[src/rtl/matmul_pkg.sv]
// Shared types and helpers for the NxN matrix-multiply engine.
// Latency: n/a (types, constants and an elaboration-time function only).
// Backpressure: n/a.
//
// Contents: FSM state enum, A/B select codes, row/column index width helper.
package matmul_pkg;

    typedef enum logic [1:0] {
        IDLE = 2'd0,
        CALC = 2'd1,
        DONE = 2'd2
    } state_t;

    // wr_sel encodings
    localparam logic WR_SEL_A = 1'b0;
    localparam logic WR_SEL_B = 1'b1;

    // Row/column index width: max(1, clog2(n)).
    function automatic int idx_width(input int n);
        return (n <= 2) ? 1 : $clog2(n);
    endfunction

endpackage

[src/rtl/matmul_mac.sv]
// Signed multiply-accumulate slice with wrap-around (low DW bits) arithmetic.
// Latency: sum is combinational from a, b and acc; acc updates on the next clk edge.
// Backpressure: none; the caller steers acc via acc_clr / acc_ld every cycle.
//
// Ports: clk, rst (sync, active-high), acc_clr (acc <= 0, wins over acc_ld),
//        acc_ld (acc <= sum), a/b operands, sum = acc + a*b (truncated).
// Optional MATMUL_OVF_FLAG_EN: ovf_clr, ovf_chk (step is real), sticky ovf output.
module matmul_mac #(
    parameter int DW = 32
) (
    input  logic          clk,
    input  logic          rst,
    input  logic          acc_clr,
    input  logic          acc_ld,
    input  logic [DW-1:0] a,
    input  logic [DW-1:0] b,
    output logic [DW-1:0] sum
`ifdef MATMUL_OVF_FLAG_EN
    ,
    input  logic          ovf_clr,
    input  logic          ovf_chk,
    output logic          ovf
`endif
);

    logic [DW-1:0] acc_q, acc_d;
    logic [DW-1:0] prod;

`ifdef MATMUL_OVF_FLAG_EN
    logic [2*DW-1:0] prod_full;
    logic            prod_ovf;
    logic            add_ovf;
    logic            ovf_q, ovf_d;

    always_comb begin
        // Sign-extend both operands so the low 2*DW bits hold the exact signed product.
        prod_full = {{DW{a[DW-1]}}, a} * {{DW{b[DW-1]}}, b};
        prod      = prod_full[DW-1:0];
        sum       = acc_q + prod;
        // Product fits in DW signed iff bits [2DW-1:DW-1] are all equal.
        prod_ovf  = !((&prod_full[2*DW-1:DW-1]) || (~|prod_full[2*DW-1:DW-1]));
        // Addition overflows iff both addends share a sign the result does not.
        add_ovf   = (acc_q[DW-1] == prod[DW-1]) && (sum[DW-1] != acc_q[DW-1]);
        ovf_d     = ovf_q;
        if (ovf_clr) begin
            ovf_d = 1'b0;
        end else if (ovf_chk && (prod_ovf || add_ovf)) begin
            ovf_d = 1'b1;
        end
    end

    always_ff @(posedge clk) begin
        if (rst) begin
            ovf_q <= 1'b0;
        end else begin
            ovf_q <= ovf_d;
        end
    end

    assign ovf = ovf_q;
`else
    always_comb begin
        // Low DW bits of a signed product equal those of the unsigned product.
        prod = a * b;
        sum  = acc_q + prod;
    end
`endif

    always_comb begin
        acc_d = acc_q;
        if (acc_clr) begin
            acc_d = '0;
        end else if (acc_ld) begin
            acc_d = sum;
        end
    end

    always_ff @(posedge clk) begin
        if (rst) begin
            acc_q <= '0;
        end else begin
            acc_q <= acc_d;
        end
    end

endmodule

[src/rtl/matmul_engine.sv]
// NxN signed matrix-multiply coprocessor: C = A * B, one MAC per cycle, N^3 busy cycles.
// Latency: done pulses one cycle after the last MAC; reads return one cycle after rd_en.
// Backpressure: none; writes during CALC and start outside IDLE are silently dropped.
//
// Ports: clk, rst (sync, active-high); write port wr_en/wr_sel/wr_row/wr_col/wr_data;
//        start, busy, done; read port rd_en/rd_row/rd_col -> rd_data/rd_valid (registered).
// Optional MATMUL_OVF_FLAG_EN: adds sticky ovf output, cleared on rst and each accepted start.
module matmul_engine
    import matmul_pkg::*;
#(
    parameter int  N  = 3,
    parameter int  DW = 32,
    localparam int IW = idx_width(N)
) (
    input  logic          clk,
    input  logic          rst,
    input  logic          wr_en,
    input  logic          wr_sel,
    input  logic [IW-1:0] wr_row,
    input  logic [IW-1:0] wr_col,
    input  logic [DW-1:0] wr_data,
    input  logic          start,
    output logic          busy,
    output logic          done,
    input  logic          rd_en,
    input  logic [IW-1:0] rd_row,
    input  logic [IW-1:0] rd_col,
    output logic [DW-1:0] rd_data,
    output logic          rd_valid
`ifdef MATMUL_OVF_FLAG_EN
    ,
    output logic          ovf
`endif
);

    localparam logic [IW-1:0] LAST = IW'(N - 1);

    state_t        state_q, state_d;
    logic [IW-1:0] i_q, i_d, j_q, j_d, k_q, k_d;
    logic [DW-1:0] a_q [N][N];
    logic [DW-1:0] a_d [N][N];
    logic [DW-1:0] b_q [N][N];
    logic [DW-1:0] b_d [N][N];
    logic [DW-1:0] c_q [N][N];
    logic [DW-1:0] c_d [N][N];
    logic [DW-1:0] rd_data_q, rd_data_d;
    logic          rd_valid_q, rd_valid_d;

    logic          acc_clr, acc_ld;
    logic [DW-1:0] mac_sum;
    logic          wr_ok, rd_ok;
`ifdef MATMUL_OVF_FLAG_EN
    logic          ovf_clr, ovf_chk;
`endif

    function automatic logic in_range(input logic [IW-1:0] idx);
        return int'(idx) < N;
    endfunction

    matmul_mac #(.DW(DW)) u_mac (
        .clk     (clk),
        .rst     (rst),
        .acc_clr (acc_clr),
        .acc_ld  (acc_ld),
        .a       (a_q[i_q][k_q]),
        .b       (b_q[k_q][j_q]),
        .sum     (mac_sum)
`ifdef MATMUL_OVF_FLAG_EN
        ,
        .ovf_clr (ovf_clr),
        .ovf_chk (ovf_chk),
        .ovf     (ovf)
`endif
    );

    always_comb begin
        state_d    = state_q;
        i_d        = i_q;
        j_d        = j_q;
        k_d        = k_q;
        a_d        = a_q;
        b_d        = b_q;
        c_d        = c_q;
        acc_clr    = 1'b0;
        acc_ld     = 1'b0;
`ifdef MATMUL_OVF_FLAG_EN
        ovf_clr    = 1'b0;
        ovf_chk    = 1'b0;
`endif
        rd_valid_d = rd_en;
        rd_data_d  = rd_data_q;
        rd_ok      = in_range(rd_row) && in_range(rd_col);

        // Read port: C contents as they stand, zero for out-of-range indices.
        if (rd_en) begin
            rd_data_d = rd_ok ? c_q[rd_row][rd_col] : '0;
        end

        // Host writes land before a same-cycle start takes effect, so CALC sees them.
        wr_ok = wr_en && (state_q != CALC) && in_range(wr_row) && in_range(wr_col);
        if (wr_ok && (wr_sel == WR_SEL_A)) begin
            a_d[wr_row][wr_col] = wr_data;
        end
        if (wr_ok && (wr_sel == WR_SEL_B)) begin
            b_d[wr_row][wr_col] = wr_data;
        end

        unique case (state_q)
            IDLE: begin
                if (start) begin
                    state_d = CALC;
                    i_d     = '0;
                    j_d     = '0;
                    k_d     = '0;
                    acc_clr = 1'b1;
`ifdef MATMUL_OVF_FLAG_EN
                    ovf_clr = 1'b1;
`endif
                end
            end
            CALC: begin
`ifdef MATMUL_OVF_FLAG_EN
                ovf_chk = 1'b1;
`endif
                if (k_q != LAST) begin
                    acc_ld = 1'b1;
                    k_d    = k_q + 1'b1;
                end else begin
                    // Last term of the dot product goes straight into C.
                    c_d[i_q][j_q] = mac_sum;
                    acc_clr       = 1'b1;
                    k_d           = '0;
                    if (j_q != LAST) begin
                        j_d = j_q + 1'b1;
                    end else begin
                        j_d = '0;
                        if (i_q != LAST) begin
                            i_d = i_q + 1'b1;
                        end else begin
                            i_d     = '0;
                            state_d = DONE;
                        end
                    end
                end
            end
            DONE: begin
                state_d = IDLE;
            end
            default: begin
                state_d = IDLE;
            end
        endcase
    end

    always_ff @(posedge clk) begin
        if (rst) begin
            state_q    <= IDLE;
            i_q        <= '0;
            j_q        <= '0;
            k_q        <= '0;
            rd_data_q  <= '0;
            rd_valid_q <= 1'b0;
            for (int r = 0; r < N; r++) begin
                for (int c = 0; c < N; c++) begin
                    a_q[r][c] <= '0;
                    b_q[r][c] <= '0;
                    c_q[r][c] <= '0;
                end
            end
        end else begin
            state_q    <= state_d;
            i_q        <= i_d;
            j_q        <= j_d;
            k_q        <= k_d;
            rd_data_q  <= rd_data_d;
            rd_valid_q <= rd_valid_d;
            a_q        <= a_d;
            b_q        <= b_d;
            c_q        <= c_d;
        end
    end

    assign busy     = (state_q == CALC);
    assign done     = (state_q == DONE);
    assign rd_data  = rd_data_q;
    assign rd_valid = rd_valid_q;

endmodule

[config.mk]
export PLATFORM = sky130hd
export DESIGN_NAME = matmul_engine
export DESIGN_NICKNAME = d
export VERILOG_FILES = /design/src/rtl/matmul_pkg.sv /design/src/rtl/matmul_mac.sv /design/src/rtl/matmul_engine.sv
export SDC_FILE = /design/constraint.sdc
export NUM_CORES = 2
export LEC_CHECK = 0
export ABC_AREA = 1
export BUFFER_PORTS_ARGS = -buffer_cell sky130_fd_sc_hd__buf_2
export CORE_ASPECT_RATIO = 1.1
export CORE_MARGIN = 4
export CORE_UTILIZATION = 40
export CTS_BUF_LIST = sky130_fd_sc_hd__clkbuf_4
export DETAILED_ROUTE_END_ITERATION = 10
export PLACE_DENSITY = 0.65
export SLEW_MARGIN = 20
export SYNTH_ARGS = -nofsm -noshare
export SYNTH_HDL_FRONTEND = slang
export SYNTH_SLANG_ARGS = --single-unit
[constraint.sdc]
create_clock -name clk -period 19.6 [get_ports clk]
set_input_delay 0.98 -clock clk [delete_from_list [all_inputs] [get_ports clk]]
set_output_delay 0.98 -clock clk [all_outputs]
set_load 0.005 [all_outputs]
==> run metrics <==
Post-synth EDFFs=0; clock skew after layout=approximately 0.13 ns; area share of the largest cell type after synthesis=0.320; Synth area leader=dfxtp_1; most frequent cells in the layout=nand2_1 (2,017), inv_1 (1,156), nand3_1 (979), dfxtp_1 (937), a21oi_1 (737); P_int=2.81 mW; crit share post-route=0.538; initial antenna violation count=11; TritonCTS Buffers=roughly 240; hpwl dp=118 mm; largest net degree at the start of global routing=180; Via Count=55.5k; postcts setup bufs=0; Synth area leaders=dfxtp_1 (32%), fa_1 (15%), nand2_1 (13%), nand3_1 (8.4%), inv_1 (7.4%); Fmax achieved=94.8 MHz; core area=roughly 150,000 um^2; P&R area growth vs syn=7.37%; cts repair resizes=0; vias in the first global route=between 50k and 60k; GRT Overall Usage=0.252; critical path class=reg -> reg; RSZ-0062 raised after global routing=false; Comb pwr share=0.080; Least-Margin Pin Slew=1.23 ns; CP endpoint kind=flip-flop; CP Max Fanout=60; CTS tree=built; flop-to-flop setup slack=9.05 ns; most common cell after layout, fill and taps aside=nand2_1; largest stage delay on the critical path=0.80 ns; Hold WC Path Type=in -> reg; die width=roughly 370 um; GRT Residual Overflow=0; cells after synthesis=slightly above 8k; hold path depth=3; first-pass GRT wire length=a little over 300 mm; status=complete, no violations; minimum clock period=10.55 ns; final setup TNS=0 ns; crit-path most repeated cell=inv_1; Skew-Pair Late Insertion Delay=1.28 ns; # Max-Cap Violations=0; Clock Tree Buf Depth=3; # hold bufs at CTS=0; Async SR Flop Fraction=0; H-tree Lvls=4; final core utilization=0.432; Synth warnings=0; starting density of the core=0.402; fin worst setup slack=just over 9 ns; Post-Place Worst Slack=9.28 ns; #FFs+latches synth=about 940; switching fraction of total power=0.283; IO buf count=80; total wire length=198 mm; Worst Min Path Start=wr_data[1]; Worst Path Buf+Inv=12; Rel. slew slack=0.178; DRC=0; WP data required=~21 ns; share of cells above drive strength 1=0.0792; Clk pwr share=0.428; DR iter-0 viols=5,524; main flop type after synthesis=dfxtp_1; crit start category=flip-flop; Pleak=28.8 nW; DR pass1 iterations=6; R2R depth=35; Netlist cell types=44; net count after synthesis=just under 9k; Vias/cell=about 5.5; Seq pwr share=0.492; io pins=just over 80; Die Span Y=410 um; Post-Syn Area=58,700 um^2; # setup viols final=0; Final #Nets=about 8.6k; fin cells=10.1k; Crit Reg-Reg Endpoint=c_q[250]$_SDFFE_PP0P_; Placed Instances=9,700; Critical-path top delay cell=nand3_1; Data arrival, critical path=about 12 ns; per-cell routed wire length=19.5 um; post-route ant nets=0; beginning of the worst register-to-register path=k_q[1]$_SDFFE_PP0P_; Seq/Total Area, Yosys=0.320; switching power=1.11 mW; Worst VDD drop=0.0000467 V; clock sink total=937; gp weighted congestion=0.867; clock tree root driver cell=clkbuf_4; die footprint=153,000 um^2; Min-Delay Endpoint=b_q[161]$_SDFFE_PP0P_; clock slew at reported path FFs=0.08 ns; row count=around 150; Final Max Slew Viols=0; pwr dens=~62 nW/um^2; final hold vios=0; Syn Area/Cell=7.13 um^2; CP top delay family=adder cells
[stage by stage]
| stage | area, um^2 | total power, mW | hold WS [ns] |
|---|---|---|---|
| finish | 63000 | 3.92 | 0.208 |
| global route | 63000 | 4.06 | 0.159 |
| CTS | 62900 | 3.94 | 0.0905 |
| detailed placement | 59900 | 2.27 | 0.444 |
| global placement | 59900 | 2.27 | 0.440 |
| floorplan | 58700 | 2.16 | 0.429 |
[synth_stat cells (5+ instances only)]
library cell  number
nand2_1         2034
inv_1           1158
nand3_1          981
dfxtp_1          937
a21oi_1          737
clkbuf_1         491
fa_1             438
nor2_1           423
o21ai_0          354
ha_1             124
o211ai_1         104
buf_1             74
o22ai_1           55
buf_2             47
o221ai_1          41
buf_4             24
nand3_2           24
a32o_1            22
xor2_1            19
nand4_1           16
xnor2_1           15
o2111ai_1         14
clkinv_1          11
nand3b_1          11
inv_2             10
a22oi_1            9
buf_6              6
a221oi_1           5
a31oi_1            5
nor3_1             5
[power by group through the flow]
stage          logic, mW  registers (mW)  clock network (mW)
3_5_place_dp       0.305            1.97                   0
3_3_place_gp       0.303            1.97                   0
6_report           0.313            1.93                1.68
4_1_cts            0.305            1.93                1.71
5_1_grt            0.333            1.93                1.80
2_1_floorplan      0.197            1.97                   0
[registers in the layout (all words and copies together), names as in the netlist]
| signal | cells |
|---|---|
| j_q | 2 |
| b_q | 288 |
| k_q | 2 |
| i_q | 2 |
| c_q | 288 |
| a_q | 288 |
| rd_valid | 1 |
| u_mac.acc_q | 32 |
| rd_data | 32 |
| state_q | 2 |
[logic make-up (layout without fill, tap and decap cells)]
family / Yosys count / after routing / share of synthesized area
xor gates and xnor gates: 34 / 34 / 0.00508
adders and majority gates: 562 / 562 / 0.176
DFF: 937 / 937 / 0.320
buffers and inverters: 1821 / 1767 / 0.120
other: 0 / 11 / 0
AOI/OAI and AO/OA: 1365 / 1365 / 0.129
and+or+nand+nor: 3508 / 3508 / 0.251
[worst register-to-register path: cells and delay by family (launching register included)]
kind / cells / cell delay (ns)
adder cells (fa/ha/maj): 9 / 3.86
buffers and inverters: 12 / 2.31
AND/OR/NAND/NOR: 8 / 2.45
flip-flops: 1 / 0.30
AO/OA/AOI/OAI: 6 / 1.55
[how the worst max path moves through the flow]
stage                                    from  cells after the start  slack, ns                     to
final                     k_q[1]$_SDFFE_PP0P_                     35       9.05  c_q[250]$_SDFFE_PP0P_
after global routing      k_q[1]$_SDFFE_PP0P_                     35       8.67   c_q[90]$_SDFFE_PP0P_
after CTS                 k_q[1]$_SDFFE_PP0P_                     34       9.30   c_q[90]$_SDFFE_PP0P_
after detailed placement  k_q[1]$_SDFFE_PP0P_                     32       9.28   c_q[24]$_SDFFE_PP0P_
after global placement    k_q[1]$_SDFFE_PP0P_                     34       9.59  c_q[250]$_SDFFE_PP0P_
after floorplan           k_q[1]$_SDFFE_PP0P_                     39      11.86  c_q[125]$_SDFFE_PP0P_
[metal layers]
layer  wire, um  up-vias  track usage
met3      17000      600       0.0451
met2      93200     2592        0.424
met1      76600    26700        0.308
li1           -    25700            -
met4      10800        4        0.137
met5         22        -            0
[cell type report]
cell class	count	area [um^2]
fill	14900	82900
multi-input combinational	5469	33200
sequential	937	18800
inverter	1179	4430
clock buffer	346	2600
tap	1937	2420
timing repair buffer	179	1200
clock inverter	63	378
antenna	11	27.5
Power figures use the tool's default switching activity.
